### config.mk
export PLATFORM = sky130hd
export DESIGN_NAME = cmd_fetch_dispatcher
export DESIGN_NICKNAME = d
export VERILOG_FILES = /design/src/rtl/cmd_fetch_dispatcher.sv
export SDC_FILE = /design/constraint.sdc
export NUM_CORES = 2
export LEC_CHECK = 0
export ABC_CLOCK_PERIOD_IN_PS = 14450
export BUFFER_PORTS_ARGS = -buffer_cell sky130_fd_sc_hd__buf_2
export CAP_MARGIN = 10
export CORE_AREA = 3 3 390 392
export DETAILED_ROUTE_END_ITERATION = 8
export DIE_AREA = 0 0 393 395
export PLACE_DENSITY = 0.77
export SYNTH_ARGS = -nofsm -noshare
export SYNTH_HDL_FRONTEND = slang
export SYNTH_SLANG_ARGS = --single-unit
### constraint.sdc
create_clock -name aclk -period 14.45 [get_ports aclk]
set_input_delay 2.89 -clock aclk [delete_from_list [all_inputs] [get_ports aclk]]
set_output_delay 2.89 -clock aclk [all_outputs]
set_load 0.02 [all_outputs]
### src/rtl/cmd_fetch_dispatcher.sv
// Descriptor fetch engine: reads a batch of 64-bit command descriptors from a
// staging queue over an AXI4 read master (one burst outstanding at a time),
// buffers them in a show-ahead FIFO and streams them to the command consumer.
//
// state  | meaning
// -------+-------------------------------------------------------------
// IDLE   | no batch; waiting for cfg_start
// CALC   | size next burst; hold until the FIFO has room for all beats
// ADDR   | AR channel valid; araddr/arlen held until arready
// DATA   | accepting R beats into the FIFO until rlast
// DRAIN  | no more bursts; wait for the FIFO to empty, then pulse done
module cmd_fetch_dispatcher #(
    parameter int MAX_BURST  = 16,
    parameter int FIFO_DEPTH = 32
) (
    input  logic        aclk,
    input  logic        aresetn,
    input  logic        cfg_start,
    input  logic [31:0] cfg_num_reqs,
    input  logic [63:0] cfg_queue_addr,
    output logic        busy,
    output logic        done,
    output logic        err,
    output logic [63:0] m_axi_araddr,
    output logic [7:0]  m_axi_arlen,
    output logic [2:0]  m_axi_arsize,
    output logic [1:0]  m_axi_arburst,
    output logic        m_axi_arvalid,
    input  logic        m_axi_arready,
    input  logic [63:0] m_axi_rdata,
    input  logic [1:0]  m_axi_rresp,
    input  logic        m_axi_rlast,
    input  logic        m_axi_rvalid,
    output logic        m_axi_rready,
    output logic [63:0] cmd_data,
    output logic        cmd_valid,
    input  logic        cmd_ready
);

    localparam int AW = $clog2(FIFO_DEPTH);

    localparam logic [9:0]  MAX_BEATS = 10'(MAX_BURST);
    localparam logic [9:0]  DEPTH_W   = 10'(FIFO_DEPTH);
    localparam logic [AW:0] DEPTH_C   = (AW+1)'(FIFO_DEPTH);
    localparam logic [AW:0] PTR_ONE   = (AW+1)'(1);

    localparam logic [2:0] S_IDLE  = 3'd0;
    localparam logic [2:0] S_CALC  = 3'd1;
    localparam logic [2:0] S_ADDR  = 3'd2;
    localparam logic [2:0] S_DATA  = 3'd3;
    localparam logic [2:0] S_DRAIN = 3'd4;

    logic [2:0]  state;
    logic [31:0] remaining;
    logic [63:0] next_addr;
    logic [9:0]  burst_beats;

    logic [63:0] fifo_mem [FIFO_DEPTH];
    logic [AW:0] wr_ptr;
    logic [AW:0] rd_ptr;
    logic [AW:0] fifo_count;
    logic        fifo_empty;
    logic        fifo_full;
    logic        push;
    logic        pop;
    logic        beat_err;

    logic [9:0]  page_beats;
    logic [9:0]  calc_beats;
    logic [9:0]  free_slots;
    logic        credit_ok;

    assign fifo_count = wr_ptr - rd_ptr;
    assign fifo_empty = (fifo_count == '0);
    assign fifo_full  = (fifo_count == DEPTH_C);

    assign busy          = (state != S_IDLE);
    assign m_axi_arvalid = (state == S_ADDR);
    assign m_axi_arsize  = 3'b011;
    assign m_axi_arburst = 2'b01;
    // Full-gating is only a backstop against a slave that overruns arlen;
    // the credit check in CALC normally keeps rready high through DATA.
    assign m_axi_rready  = (state == S_DATA) && !fifo_full;

    assign cmd_valid = !fifo_empty;
    assign cmd_data  = fifo_empty ? 64'd0 : fifo_mem[rd_ptr[AW-1:0]];

    assign push     = m_axi_rvalid && m_axi_rready;
    assign pop      = cmd_valid && cmd_ready;
    assign beat_err = push && (m_axi_rresp != 2'b00);

    // Next burst size: limited by MAX_BURST, descriptors left, and the 4KB page.
    always_comb begin
        page_beats = 10'd512 - {1'b0, next_addr[11:3]};
        calc_beats = MAX_BEATS;
        if (page_beats < calc_beats) begin
            calc_beats = page_beats;
        end
        if (remaining < {22'd0, calc_beats}) begin
            calc_beats = remaining[9:0];
        end
    end

    // Only one burst is ever outstanding, so nothing is reserved while in CALC.
    always_comb begin
        free_slots = DEPTH_W - 10'(fifo_count);
        credit_ok  = (free_slots >= calc_beats);
    end

    // Batch sequencing FSM, address/count bookkeeping, done/err flags.
    always_ff @(posedge aclk or negedge aresetn) begin
        if (!aresetn) begin
            state        <= S_IDLE;
            remaining    <= '0;
            next_addr    <= '0;
            burst_beats  <= '0;
            m_axi_araddr <= '0;
            m_axi_arlen  <= '0;
            err          <= 1'b0;
            done         <= 1'b0;
        end else begin
            done <= 1'b0;
            if (beat_err) begin
                err <= 1'b1;
            end
            case (state)
                S_IDLE: begin
                    if (cfg_start) begin
                        remaining <= cfg_num_reqs;
                        next_addr <= cfg_queue_addr & ~64'h7;
                        err       <= 1'b0;
                        if (cfg_num_reqs == 32'd0) begin
                            done <= 1'b1;
                        end else begin
                            state <= S_CALC;
                        end
                    end
                end
                S_CALC: begin
                    if (credit_ok) begin
                        burst_beats  <= calc_beats;
                        m_axi_araddr <= next_addr;
                        m_axi_arlen  <= 8'(calc_beats - 10'd1);
                        state        <= S_ADDR;
                    end
                end
                S_ADDR: begin
                    if (m_axi_arready) begin
                        next_addr <= next_addr + {51'd0, burst_beats, 3'b000};
                        remaining <= remaining - {22'd0, burst_beats};
                        state     <= S_DATA;
                    end
                end
                S_DATA: begin
                    // rlast alone ends the burst; an error on this very beat counts.
                    if (push && m_axi_rlast) begin
                        if ((remaining != 32'd0) && !err && !beat_err) begin
                            state <= S_CALC;
                        end else begin
                            state <= S_DRAIN;
                        end
                    end
                end
                S_DRAIN: begin
                    if (fifo_empty) begin
                        done  <= 1'b1;
                        state <= S_IDLE;
                    end
                end
                default: begin
                    state <= S_IDLE;
                end
            endcase
        end
    end

    // FIFO pointers; extra MSB distinguishes full from empty.
    always_ff @(posedge aclk or negedge aresetn) begin
        if (!aresetn) begin
            wr_ptr <= '0;
            rd_ptr <= '0;
        end else begin
            if (push) begin
                wr_ptr <= wr_ptr + PTR_ONE;
            end
            if (pop) begin
                rd_ptr <= rd_ptr + PTR_ONE;
            end
        end
    end

    // FIFO storage; contents are don't-care while empty (cmd_data is masked).
    always_ff @(posedge aclk) begin
        if (push) begin
            fifo_mem[wr_ptr[AW-1:0]] <= m_axi_rdata;
        end
    end

endmodule

==> results.sh <==
export IMPL_status="finished, final reports clean"
export IMPL_async_reset_ff_share_pct=8.449
export IMPL_grt_usage_pct=30.35
export IMPL_setup_viol=0
export IMPL_post_cts_buffers=0
export IMPL_max_freq_mhz=110.3
export IMPL_placementRows=142
export IMPL_vias=47107
export IMPL_cts_buffer_depth=3
export IMPL_ctsHtreeMaxLevel=4
export IMPL_r2r_start="rd_ptr[0]"
export IMPL_tns_ns=0
export IMPL_final_net_count=4918
export IMPL_rsz0062_at_grt="no"
export IMPL_dieArea_sq_um=155200
export IMPL_max_slew_margin_pct=19.87
export IMPL_worstReg2RegEnd="fifo_mem[1][43]"
export IMPL_worstPathArrival_ns=6.18
export IMPL_finClkSkew_ns=0.04899
export IMPL_grt_pass1_wl_mm=336.9
export IMPL_clock_latency_ns=0.86
export IMPL_cts_inserted_buffers=208
export IMPL_ir_drop_v=0.0001698
export IMPL_cts_resized=0
export IMPL_crit_required_ns=11.56
export IMPL_power_density_nw_per_um2=198.9
export IMPL_ys_ff_latch=2237
export IMPL_antenna_found_initial=28
export IMPL_drc=0
export IMPL_fin_ws_ns=5.385
export IMPL_dieHeight_microns=395
export IMPL_r2r_cells=13
export IMPL_max_cap_viol_count=0
export IMPL_wl_per_cell_microns=34.04
export IMPL_startpoint_type="register"
export IMPL_avgSynthCellArea_sq_um=20.63
export IMPL_crit_type="reg2out"
export IMPL_postRouteAntennaNets=0
export IMPL_grt_overflow_total=0
export IMPL_hold_violations=0
export IMPL_cts_num_sinks=2237
export IMPL_cts_tree="yes"
export IMPL_syn_inst=4319
export IMPL_p_leak_nw=32.82
export IMPL_layout_commonest_cell="edfxtp_1"
export IMPL_area_growth_syn_to_layout_pct=12.10
export IMPL_initialDrtViolationCount=6436
export IMPL_synthesis_area_sq_um=89110
export IMPL_grt_pass1_vias=48426
export IMPL_synth_flop_cell="edfxtp_1"
export IMPL_preCtsSetupSlack_ns=6.157
export IMPL_min_from="m_axi_araddr[4]"
export IMPL_startpoint="rd_ptr[0]"
export IMPL_synth_cell_types=78
export IMPL_root_buffer="clkbuf_16"
export IMPL_rrSetupSlack_ns=7.45
export IMPL_ys_seq_area_share_pct=74.32
export IMPL_routed_wl_mm=232.7
export IMPL_slew_viol_final=0
export IMPL_die_width_microns=393
export IMPL_final_cell_mix="edfxtp_1, mux4_2, buf_2"
export IMPL_fin_crit_sh_pct=62.73
export IMPL_cts_hold_buf=0
export IMPL_core_area_sq_um=149200
export IMPL_worstMarginPinSlew_ns=1.199
export IMPL_first_pass_iters=6
export IMPL_end_kind="primary output"
export IMPL_endpoint="cmd_data[38]"
export IMPL_grt_start_max_net_pins=105
export IMPL_initial_core_util_pct=59.71
export IMPL_io_buffer_count=304
export IMPL_layout_min_cycle_time_ns=9.065
export IMPL_hpwl_mm=111.2
export IMPL_gp_congestion=0.8702
export IMPL_layout_drive_gt1_share_pct=29.87
export IMPL_hold_path_class="reg2reg"
export IMPL_synth_edf_count=2048
export IMPL_viasPerCell=6.891
export IMPL_clk_pin_slew_worst_paths_ns=0.06
export IMPL_cp_max_fo=46
export IMPL_yosys_warnings=0
export IMPL_pin_count=316
synth_stat cells (7+ instances only):
library cell  number  area share (%)
a21oi_1          164            0.92
mux2_4            58            0.98
mux4_2           640              16
a211oi_1          14            0.12
xnor2_1           25            0.25
xor2_1             9           0.088
clkbuf_1         168            0.71
a31oi_1           17            0.12
a311oi_1          10           0.098
o22ai_1           17            0.12
o21ai_0           82            0.46
nand2b_1           7           0.049
o32ai_1            7           0.069
o22a_1            10           0.098
nand4_1           18            0.13
or3_1             29            0.20
a22oi_1            9           0.076
edfxtp_1        2048              69
buf_1             55            0.23
a21o_1            19            0.16
nor2_1           114            0.48
nor4_1            18            0.13
o211ai_1          12            0.10
nand3_1           37            0.21
inv_1             38            0.16
o21a_1             8           0.067
dfrtp_1          189             5.3
a31o_2             8           0.079
and3_1            34            0.24
nand2_1          241             1.0
nor3_1            37            0.21
ha_1              51            0.72
and2_1            12           0.084
nor2b_1            8           0.056
buf_4             10           0.084
per-stage QoR:
step / util (%) / cells / total power [W] / hold WS (ns) / instance area [sq um]
2_1_floorplan: - / 4330 / 0.01263 / 0.4604 / 89150
3_5_place_dp: 62.37 / 6428 / 0.01443 / 0.4650 / 93090
3_3_place_gp: 62.37 / 6428 / 0.01431 / 0.4576 / 93090
6_report: 66.93 / 6836 / 0.01987 / 0.4709 / 99890
4_1_cts: 66.89 / 6818 / 0.01995 / 0.4769 / 99820
5_1_grt: 66.92 / 6828 / 0.02064 / 0.5061 / 99870
routing by layer:
layer | part of all wire [%] | up-vias | global-route usage, % | routed length (microns)
met5 | 0.029 | - | 0 | 68
met4 | 4.5 | 10 | 12.83 | 10560
met3 | 13 | 669 | 7.601 | 29220
met2 | 49 | 3480 | 48.22 | 113700
met1 | 34 | 24281 | 40.67 | 79170
li1 | - | 18667 | - | -
sequential cells by signal (all words and copies together) (netlist names):
name	count
done	1
m_axi_arlen	8
next_addr	61
remaining	32
m_axi_araddr	61
state	3
rd_ptr	6
err	1
fifo_mem	2048
burst_beats	10
wr_ptr	6
where the power goes:
part,internal [W],total [W],switching (W)
registers,0.00747,0.00791,0.000439
logic,0.00294,0.00651,0.00357
clock network,0.00304,0.00546,0.00241
critical path, cell delays in order, from the launching register on:
cell and delay (ns):
dfrtp_4 1.04, buf_4 0.83, buf_4 0.78, buf_4 0.83
mux4_2 0.67, mux4_2 0.51, nand2_1 0.10, a21oi_1 0.15
buf_2 0.24
cells by family (layout without fill, tap and decap cells):
family	Yosys count	in the layout	share of synthesized area [%]
buf+inv	285	830	1.368
compound gates	429	429	3.006
flops	2237	2237	74.32
simple gates	575	575	2.970
xor+xnor	34	34	0.3342
other cells	2	30	0.008428
mux	703	703	17.21
fa+ha+maj	54	54	0.7835
worst min path at each step:
stage	endpoint	slack (ns)	cells past startpoint
after floorplan	wr_ptr[5]	0.46	1
after global placement	m_axi_araddr[4]	0.46	2
after detailed placement	m_axi_araddr[4]	0.46	2
after CTS	m_axi_araddr[4]	0.48	2
after global routing	m_axi_araddr[4]	0.51	2
final	m_axi_araddr[4]	0.47	2
area by class of cell:
cell class,count,area [sq um]
clock buffer,259,5482
antenna,17,42.54
multi-input combinational,1808,21970
tap,1944,2432
inverter,40,160.2
timing repair buffer,400,2308
sequential,2237,66240
clock inverter,131,1254
fill,9038,49350
Note: power is estimated with default switching activity, not from simulation.
